===== config.mk =====
export PLATFORM = sky130hd
export DESIGN_NAME = mem_store_queue
export DESIGN_NICKNAME = d
export VERILOG_FILES = /design/src/rtl/mem_store_queue.sv
export SDC_FILE = /design/constraint.sdc
export NUM_CORES = 1
export LEC_CHECK = 0
export CAP_MARGIN = 20
export CORE_ASPECT_RATIO = 0.7
export CORE_MARGIN = 4
export CORE_UTILIZATION = 25
export CTS_CLUSTER_SIZE = 25
export DETAILED_ROUTE_END_ITERATION = 16
export GPL_ROUTABILITY_DRIVEN = 0
export HOLD_SLACK_MARGIN = 0.12
export PLACE_DENSITY_LB_ADDON = 0.05
export SLEW_MARGIN = 20
export SYNTH_ARGS = -nofsm -noshare
export SYNTH_HDL_FRONTEND = slang
export SYNTH_SLANG_ARGS = --single-unit

===== constraint.sdc =====
create_clock -name clk -period 9.4 [get_ports clk]
set_input_delay 1.41 -clock clk [delete_from_list [all_inputs] [get_ports clk]]
set_output_delay 1.41 -clock clk [all_outputs]
set_load 0.03 [all_outputs]

===== src/rtl/mem_store_queue.sv =====
// Store queue between execute and memory: buffers stores, builds lane-shifted beats with byte masks,
// splits word-crossing stores into two aligned beats and flags stores that must be dropped.
module mem_store_queue #(
  parameter int DATA_W           = 32,
  parameter int ADDR_W           = 32,
  parameter int DEPTH            = 4,
  parameter int SPLIT_MISALIGNED = 1,
  parameter int DMEM_SEL_BIT     = 28,
  parameter int IMEM_SEL_BIT     = 29
) (
  input  logic                clk,
  input  logic                rst,
  input  logic                req_valid,
  output logic                req_ready,
  input  logic [2:0]          req_funct3,
  input  logic [ADDR_W-1:0]   req_addr,
  input  logic [DATA_W-1:0]   req_data,
  output logic                mem_valid,
  input  logic                mem_ready,
  output logic [ADDR_W-1:0]   mem_addr,
  output logic [DATA_W-1:0]   mem_wdata,
  output logic [DATA_W/8-1:0] mem_wmask,
  output logic                mem_dmem_we,
  output logic                mem_imem_we,
  output logic                err_valid,
  output logic [1:0]          err_code,
  output logic                empty
);

  localparam int BYTES = DATA_W / 8;
  localparam int OFF_W = $clog2(BYTES);
  localparam int PTR_W = $clog2(DEPTH);
  localparam int CNT_W = PTR_W + 1;

  typedef enum logic [1:0] {IDLE, ISSUE0, ISSUE1} state_t;

  logic [2:0]        fifo_f3_q   [DEPTH];
  logic [ADDR_W-1:0] fifo_addr_q [DEPTH];
  logic [DATA_W-1:0] fifo_data_q [DEPTH];

  logic [PTR_W-1:0]  wr_ptr_q, wr_ptr_d, rd_ptr_q, rd_ptr_d;
  logic [CNT_W-1:0]  count_q, count_d;
  state_t            state_q, state_d;
  logic              mem_valid_q, mem_valid_d;
  logic [ADDR_W-1:0] mem_addr_q, mem_addr_d, b1_addr_q, b1_addr_d;
  logic [DATA_W-1:0] mem_wdata_q, mem_wdata_d, b1_wdata_q, b1_wdata_d;
  logic [BYTES-1:0]  mem_wmask_q, mem_wmask_d, b1_wmask_q, b1_wmask_d;
  logic              split_q, split_d;
  logic              err_valid_q, err_valid_d;
  logic [1:0]        err_code_q, err_code_d;

  logic [2:0]          head_f3;
  logic [ADDR_W-1:0]   head_addr, beat0_addr, beat1_addr;
  logic [DATA_W-1:0]   head_data, data_masked;
  logic [BYTES-1:0]    size_mask;
  logic [OFF_W-1:0]    off;
  logic [2*BYTES-1:0]  full_mask;
  logic [2*DATA_W-1:0] full_data;
  logic                legal, split, push, pop, load_head, last_done;
  logic [1:0]          drop_code;

  assign req_ready = (count_q != CNT_W'(DEPTH));
  assign push      = req_valid && req_ready;

  // Decode the FIFO head into its two candidate beats and its drop reason (00 = issue it).
  always_comb begin
    head_f3   = fifo_f3_q[rd_ptr_q];
    head_addr = fifo_addr_q[rd_ptr_q];
    head_data = fifo_data_q[rd_ptr_q];
    size_mask = '0;
    legal     = 1'b1;
    case (head_f3)
      3'b000:  size_mask[0]   = 1'b1;
      3'b001:  size_mask[1:0] = 2'b11;
      3'b010:  size_mask[3:0] = 4'hF;
      3'b011:  if (DATA_W == 64) size_mask = '1; else legal = 1'b0;
      default: legal = 1'b0;
    endcase
    data_masked = '0;
    for (int b = 0; b < BYTES; b++)
      data_masked[8*b +: 8] = size_mask[b] ? head_data[8*b +: 8] : 8'h00;
    off        = head_addr[OFF_W-1:0];
    full_mask  = {{BYTES{1'b0}}, size_mask} << off;
    full_data  = {{DATA_W{1'b0}}, data_masked} << {off, 3'b000};
    beat0_addr = {head_addr[ADDR_W-1:OFF_W], {OFF_W{1'b0}}};
    beat1_addr = beat0_addr + ADDR_W'(BYTES);
    split      = |full_mask[2*BYTES-1:BYTES];
    if (!legal)
      drop_code = 2'b01;
    else if (split && (SPLIT_MISALIGNED == 0))
      drop_code = 2'b10;
    else if (!beat0_addr[DMEM_SEL_BIT] && !beat0_addr[IMEM_SEL_BIT])
      drop_code = 2'b11;
    else
      drop_code = 2'b00;
  end

  // Next-state logic: the last handshake of a store may immediately load the next head.
  always_comb begin
    state_d     = state_q;
    mem_valid_d = mem_valid_q;
    mem_addr_d  = mem_addr_q;
    mem_wdata_d = mem_wdata_q;
    mem_wmask_d = mem_wmask_q;
    b1_addr_d   = b1_addr_q;
    b1_wdata_d  = b1_wdata_q;
    b1_wmask_d  = b1_wmask_q;
    split_d     = split_q;
    err_valid_d = 1'b0;
    err_code_d  = err_code_q;
    load_head   = 1'b0;
    last_done   = 1'b0;
    case (state_q)
      IDLE:    load_head = (count_q != '0);
      ISSUE0:  if (mem_ready) begin
                 if (split_q) begin
                   mem_addr_d  = b1_addr_q;
                   mem_wdata_d = b1_wdata_q;
                   mem_wmask_d = b1_wmask_q;
                   state_d     = ISSUE1;
                 end else begin
                   last_done = 1'b1;
                 end
               end
      ISSUE1:  last_done = mem_ready;
      default: state_d = IDLE;
    endcase
    if (last_done) begin
      if (count_q != '0) begin
        load_head = 1'b1;
      end else begin
        state_d     = IDLE;
        mem_valid_d = 1'b0;
      end
    end
    if (load_head) begin
      if (drop_code != 2'b00) begin
        err_valid_d = 1'b1;
        err_code_d  = drop_code;
        state_d     = IDLE;
        mem_valid_d = 1'b0;
      end else begin
        mem_addr_d  = beat0_addr;
        mem_wdata_d = full_data[DATA_W-1:0];
        mem_wmask_d = full_mask[BYTES-1:0];
        b1_addr_d   = beat1_addr;
        b1_wdata_d  = full_data[2*DATA_W-1:DATA_W];
        b1_wmask_d  = full_mask[2*BYTES-1:BYTES];
        split_d     = split;
        mem_valid_d = 1'b1;
        state_d     = ISSUE0;
      end
    end
    pop      = load_head;
    wr_ptr_d = push ? wr_ptr_q + 1'b1 : wr_ptr_q;
    rd_ptr_d = pop ? rd_ptr_q + 1'b1 : rd_ptr_q;
    count_d  = count_q + CNT_W'(push) - CNT_W'(pop);
  end

  always_ff @(posedge clk) begin
    if (push) begin
      fifo_f3_q[wr_ptr_q]   <= req_funct3;
      fifo_addr_q[wr_ptr_q] <= req_addr;
      fifo_data_q[wr_ptr_q] <= req_data;
    end
  end

  always_ff @(posedge clk or posedge rst) begin
    if (rst) begin
      state_q     <= IDLE;
      wr_ptr_q    <= '0;
      rd_ptr_q    <= '0;
      count_q     <= '0;
      mem_valid_q <= 1'b0;
      mem_addr_q  <= '0;
      mem_wdata_q <= '0;
      mem_wmask_q <= '0;
      b1_addr_q   <= '0;
      b1_wdata_q  <= '0;
      b1_wmask_q  <= '0;
      split_q     <= 1'b0;
      err_valid_q <= 1'b0;
      err_code_q  <= 2'b00;
    end else begin
      state_q     <= state_d;
      wr_ptr_q    <= wr_ptr_d;
      rd_ptr_q    <= rd_ptr_d;
      count_q     <= count_d;
      mem_valid_q <= mem_valid_d;
      mem_addr_q  <= mem_addr_d;
      mem_wdata_q <= mem_wdata_d;
      mem_wmask_q <= mem_wmask_d;
      b1_addr_q   <= b1_addr_d;
      b1_wdata_q  <= b1_wdata_d;
      b1_wmask_q  <= b1_wmask_d;
      split_q     <= split_d;
      err_valid_q <= err_valid_d;
      err_code_q  <= err_code_d;
    end
  end

  assign mem_valid   = mem_valid_q;
  assign mem_addr    = mem_addr_q;
  assign mem_wdata   = mem_wdata_q;
  assign mem_wmask   = mem_wmask_q;
  assign mem_dmem_we = mem_addr_q[DMEM_SEL_BIT];
  assign mem_imem_we = mem_addr_q[IMEM_SEL_BIT];
  assign err_valid   = err_valid_q;
  assign err_code    = err_code_q;
  assign empty       = (count_q == '0) && (state_q == IDLE);

endmodule

Word level (Yosys, flattened, before mapping)

Memory sizes are Yosys's and may differ from the RTL's.
Index checks and enable logic that the tools add are counted.

Memories: 3
Memory bits (read-only): 0
Output and inout bits: 76
Latch bits: 0
Flip-flop bits (word level): 150
Logic and storage cells: 94
RAM bits: 268

Memory list:

| name        | depth | bits a word | rd ports | clocked after memory_dff | write ports | line | RTL |
|---|---|---|---|---|---|---|---|
| fifo_addr_q | 4     | 32          | 1        | 0                        | 1           | 38   | `logic [ADDR_W-1:0] fifo_addr_q [DEPTH];` |
| fifo_data_q | 4     | 32          | 1        | 0                        | 1           | 39   | `logic [DATA_W-1:0] fifo_data_q [DEPTH];` |
| fifo_f3_q   | 4     | 3           | 1        | 0                        | 1           | 37   | `logic [2:0] fifo_f3_q [DEPTH];` |

Mux-type cells: 45
Multiply operators: 0
Div/mod/pow operators: 0
Shifts and indexed selects: 2
Reduce and logical (&&, ||, !) cells: 18
$lt $le $gt $ge: 0
Bitwise gates (word level): 1
Add/sub/neg operators: 5
Eq/ne operators: 6

Operators by type and width:

| cell                  | number |
|---|---|
| $mux 32               | 10 |
| $shl 32x5->64         | 1 |
| $add 32x3->32 const B | 1 |
| $mux 8                | 4 |
| $mux 4                | 5 |
| $mux 1                | 16 |
| $mux 2                | 8 |
| $shl 4x2->8           | 1 |
| $logic_not 3->1       | 2 |
| $reduce_and 2->1      | 3 |
| $add 2x1->2 const B   | 2 |
| $pmux 2 s2            | 1 |
| $reduce_bool 2->1     | 2 |
| $reduce_or 2->1       | 2 |
| $reduce_or 4->1       | 1 |
| $add 3x1->3           | 1 |
| $eq 3x1->1 const B    | 1 |
| $eq 3x2->1 const B    | 1 |
| $logic_and 1x1->1     | 3 |
| $ne 3x3->1 const B    | 1 |
| $reduce_bool 3->1     | 1 |
| $reduce_or 3->1       | 1 |
| $sub 3x1->3           | 1 |
| $eq 2x1->1 const B    | 1 |
| 6 further kinds       | 7 |

Longest topological paths before layout

An unclocked memory read counts as a cell.

Word-level depth: 8
Depth in mapped cells: 13
Depth with buffers taken out: 13

Worst setup path after synthesis

Ideal clock, no wire load.

Kind: input-to-reg
Start: in req_valid
End: mem fifo_addr_q[1][0], enable pin
Path buffers: 0
Cell stages on the path: 1
Setup slack: 5.935 ns
Required time: 8.967 ns
Arrival time: 3.032 ns
Cell sequence: and3_1

Word-level cells in the longest chain between the ends: 3

RTL lines:

| element                      | line | RTL |
|---|---|---|
| start, declared              | 13   | `input logic req_valid,` |
| $logic_and 1x1->1            | 63   | `assign push = req_valid && req_ready;` |
| $mux 1                       | 161  | `if (push) begin` |
| $mux 1 (implied by the code) | 163  | `fifo_addr_q[wr_ptr_q] <= req_addr;` |
| end, declared                | 38   |  |

Every way passes these cells.

Final worst setup path

Start: reg rd_ptr_q[0]
End: reg mem_wdata_q[20], in the netlist mem_wdata[20]

Word-level cells in the longest chain between the ends: 8

RTL lines:

| element                                            | line    | RTL |
|---|---|---|
| start, declared                                    | 41      | `logic [PTR_W-1:0] wr_ptr_q, wr_ptr_d, rd_ptr_q, rd_ptr_d;` |
| start signal, assigned                             | 187     | `rd_ptr_q <= rd_ptr_d;` |
| $mem_v2 4x3 or $mem_v2 4x32 (tied branches)        | -       |  |
| $eq 3x2->1 (tied with other cells)                 | 72      | `case (head_f3)` |
| $reduce_or 3->1 (no line) (tied with other cells)  | -       |  |
| $mux 1 (tied with other cells)                     | -       |  |
| $mux 8 or $mux 2 (tied branches)                   | 81, 88  |  |
| $shl 32x5->64 or $reduce_bool 2->1 (tied branches) | 84, 137 |  |
| $mux 32 *                                          | 137     | `if (drop_code != 2'b00) begin` |
| $mux 32 *                                          | 136     | `if (load_head) begin` |
| named net mem_wdata_d[20]                          | 46      | `logic [DATA_W-1:0] mem_wdata_q, mem_wdata_d, b1_wdata_q, b1_wdata_d;` |
| end signal, assigned                               | 191     | `mem_wdata_q <= mem_wdata_d;` |
| end, declared                                      | 46      |  |

Mark *: on every way through the listed nets, which the timed path passes. The rest lies on a longest branch.
A chain may end at the register's enable or synchronous reset.

==> results.cfg <==
[run_status]
outcome = finished, final reports clean

[synthesis]
netlist_instances = 1072
async_flop_share_pct = 34.15
yosys_warnings = 0
syn_avg_cell_area_um2 = 15.81
synth-seq-area-share_pct = 68.01
syn_area_um2 = 16950
synth_seq_cells = 407
synth_edf_count = 268
ys.flop_type = edfxtp_1
syn_nets = 1155
ys_types = 66

[critical_path]
path_buf_inv = 1
cp_slowest_cell = dfrtp_4
crit_fanout = 42
critPathMaxStageDelay_ns = 0.95
end_kind = flop
rrSetupSlack_ns = 4.90
critPathKind = flop to flop
arrival_ns = 4.99
crit_chain = mux4_1, a21o_1, a2111oi_4, buf_4, nand2_1, o211ai_1
start_kind = flop
crit_family = compound AO/OA/AOI/OAI gates
cp.required_ns = 9.88

[clocking]
hold_buffers = 0
ctsHtreeMaxLevel = 2
cts-buffers-inserted = 46
clk-insertion-delay-late_ns = 0.58
ctsResizeCount = 0
clock_path_buffers = 3
cts.sinks = 407
path_clk_slew_ns = 0.06
cts_tree = yes
cts_root_buf = clkbuf_16
post-cts-setup-buffers = 0

[global_route]
grt_overflow = 0
grt_usage_pct = 13.54
grt_max_degree = 89
antenna_found_initial = 5
first_global_vias = 9865
grt_pass1_wl_um = 72040

[cells_and_area]
final_util_pct = 31.24
nets = 1296
layout_commonest_cell = edfxtp_1
syn_to_final_growth_pct = 23.17
stdcell_count = 2144
fillers = 6605
drive_above_1_share_pct = 13.04
final_cell_mix = edfxtp_1, clkdlybuf4s50_1, dfrtp_1
final_cell_area_um2 = 20880

[detailed_routing]
drcViolationCount = 0
wl_per_cell_um = 22.82
drtAntennaViolNets = 0
num_vias = 9782
via_per_inst = 4.563
first_pass_iters = 5
drt-total-wl_um = 48930
drt_iter0_markers = 666

[sta]
worst_pin_slew_ns = 1.044
post-route-period-util_pct = 47.90
final_hold_viol_count = 0
setup-tns-final_ns = 0
setup_viol = 0
finClkSkew_ns = 0.02602
rsz0062_at_grt = false
final_max_slew_viol_count = 0
maxSlewHeadroom_pct = 30.41
timing.fmax_mhz = 222.1
layout_min_cycle_time_ns = 4.503

[die]
dieArea_um2 = 72090
die_x_um = 319.2
core_um2 = 66820
row_count = 79
die_y_um = 225.8
io_pins = 147
initial_core_util_pct = 25.36

[pwr]
irDropWorstVdd_v = 0.0001607
p_total_mw = 7.438
p_leak_nw = 7.555
power_density_nw_per_um2 = 356.3

[place]
dp_hpwl_um = 31370
place_area_um2 = 19300
dp_cells = 2056
io_buffer_count = 146

[run]
maxCapViolCount = 0

[worst_hold_path]
hold_path.class = flop to flop
## area by class of cell
class	count	area [µm²]	share of cell area, %
Clock inverter	21	290.3	1.391
Sequential cell	407	11530	55.25
Inverter	17	68.82	0.3297
Clock buffer	64	1279	6.126
Tap cell	891	1115	5.340
Antenna cell	3	7.507	0.03596
Timing Repair Buffer	159	1559	7.468
Multi-Input combinational cell	582	5022	24.06
## worst min-delay path, stage by stage (launching register included)
cell and delay [ns]:
dfrtp_1 0.34, nand2_1 0.05, o41ai_1 0.05
## per-stage QoR
| stage | worst slack [ns] | hold WS (ns) |
|---|---|---|
| 4_1_cts | 4.756 | 0.4737 |
| 2_1_floorplan | 4.265 | 0.4425 |
| 6_report | 4.897 | 0.4729 |
| 3_3_place_gp | 4.782 | 0.4556 |
| 5_1_grt | 4.534 | 0.4849 |
| 3_5_place_dp | 4.633 | 0.4599 |
## per-layer routing
metal	track usage, %	up-vias	part of all wire, %
met3	2.849	59	4.3
met5	0	-	0.078
li1	-	4499	-
met4	3.015	6	1.6
met2	18.54	174	41
met1	21.63	5044	53
## cells in the mapped netlist, types with 9 or more instances
cell type  count  area [µm²]
nand4_1       12       75.07
ha_1          11       137.6
inv_1         17       63.81
nand3_1       19       95.09
nand2_1       85       319.1
mux2i_1       62       620.6
nor3_1         9       45.04
xnor2_1       16       140.1
edfxtp_1     268        8048
or3_1         14       87.58
a21oi_1       14       70.07
a31oi_1       21       131.4
o21ai_0       61       305.3
dfrtp_1      139        3478
mux4_2        53        1194
mux4_1        12       315.3
o22ai_1        9       56.30
clkbuf_1      27       101.4
nor2_1        37       138.9
buf_2         21       105.1
o211ai_1      28       210.2
o41ai_1       10       87.58
and3_1        15       93.84
## report_power, final
part           switching, mW  total (mW)  internal (mW)  leakage (nW)
Sequential             0.308        2.73           2.43          4.21
Combinational           1.82        2.83           1.02          2.57
Clock                  0.727        1.87           1.14         0.766
Total                   2.85        7.44           4.59          7.55
## flip-flops by register name, indices dropped and copies added, names as in the netlist
name / flops
mem_valid: 1
state_q: 2
rd_ptr_q: 2
fifo_addr_q: 128
mem_wmask: 4
split_q: 1
fifo_data_q: 128
wr_ptr_q: 2
count_q: 3
mem_addr: 32
b1_wmask_q: 3
b1_addr_q: 30
err_valid: 1
b1_wdata_q: 24
err_code: 2
fifo_f3_q: 12
mem_wdata: 32
## logic make-up (layout without fill, tap and decap cells)
logic type | Yosys count | count (layout) | share of synthesized area (%)
DFF | 407 | 407 | 68.01
and+or+nand+nor | 236 | 236 | 7.272
AOI/OAI and AO/OA | 186 | 186 | 7.287
muxes | 130 | 130 | 12.85
buffers and inverters | 83 | 261 | 2.724
xor gates and xnor gates | 18 | 18 | 0.9302
adders and majority gates | 12 | 12 | 0.9302
other | 0 | 3 | 0
## path summary, 6_finish.rpt
kind | start | endpoint | cells past startpoint
max in group asynchronous | rst | mem_addr[23] | 3
worst max register to register | rd_ptr_q[0] | mem_wdata[20] | 6
worst max-delay path | rd_ptr_q[0] | mem_wdata[20] | 6
min in group asynchronous | rst | err_valid | 2
worst min-delay path | b1_wdata_q[12] | b1_wdata_q[12] | 2
worst min register to register | b1_wdata_q[12] | b1_wdata_q[12] | 2
Power figures use the tool's default switching activity.
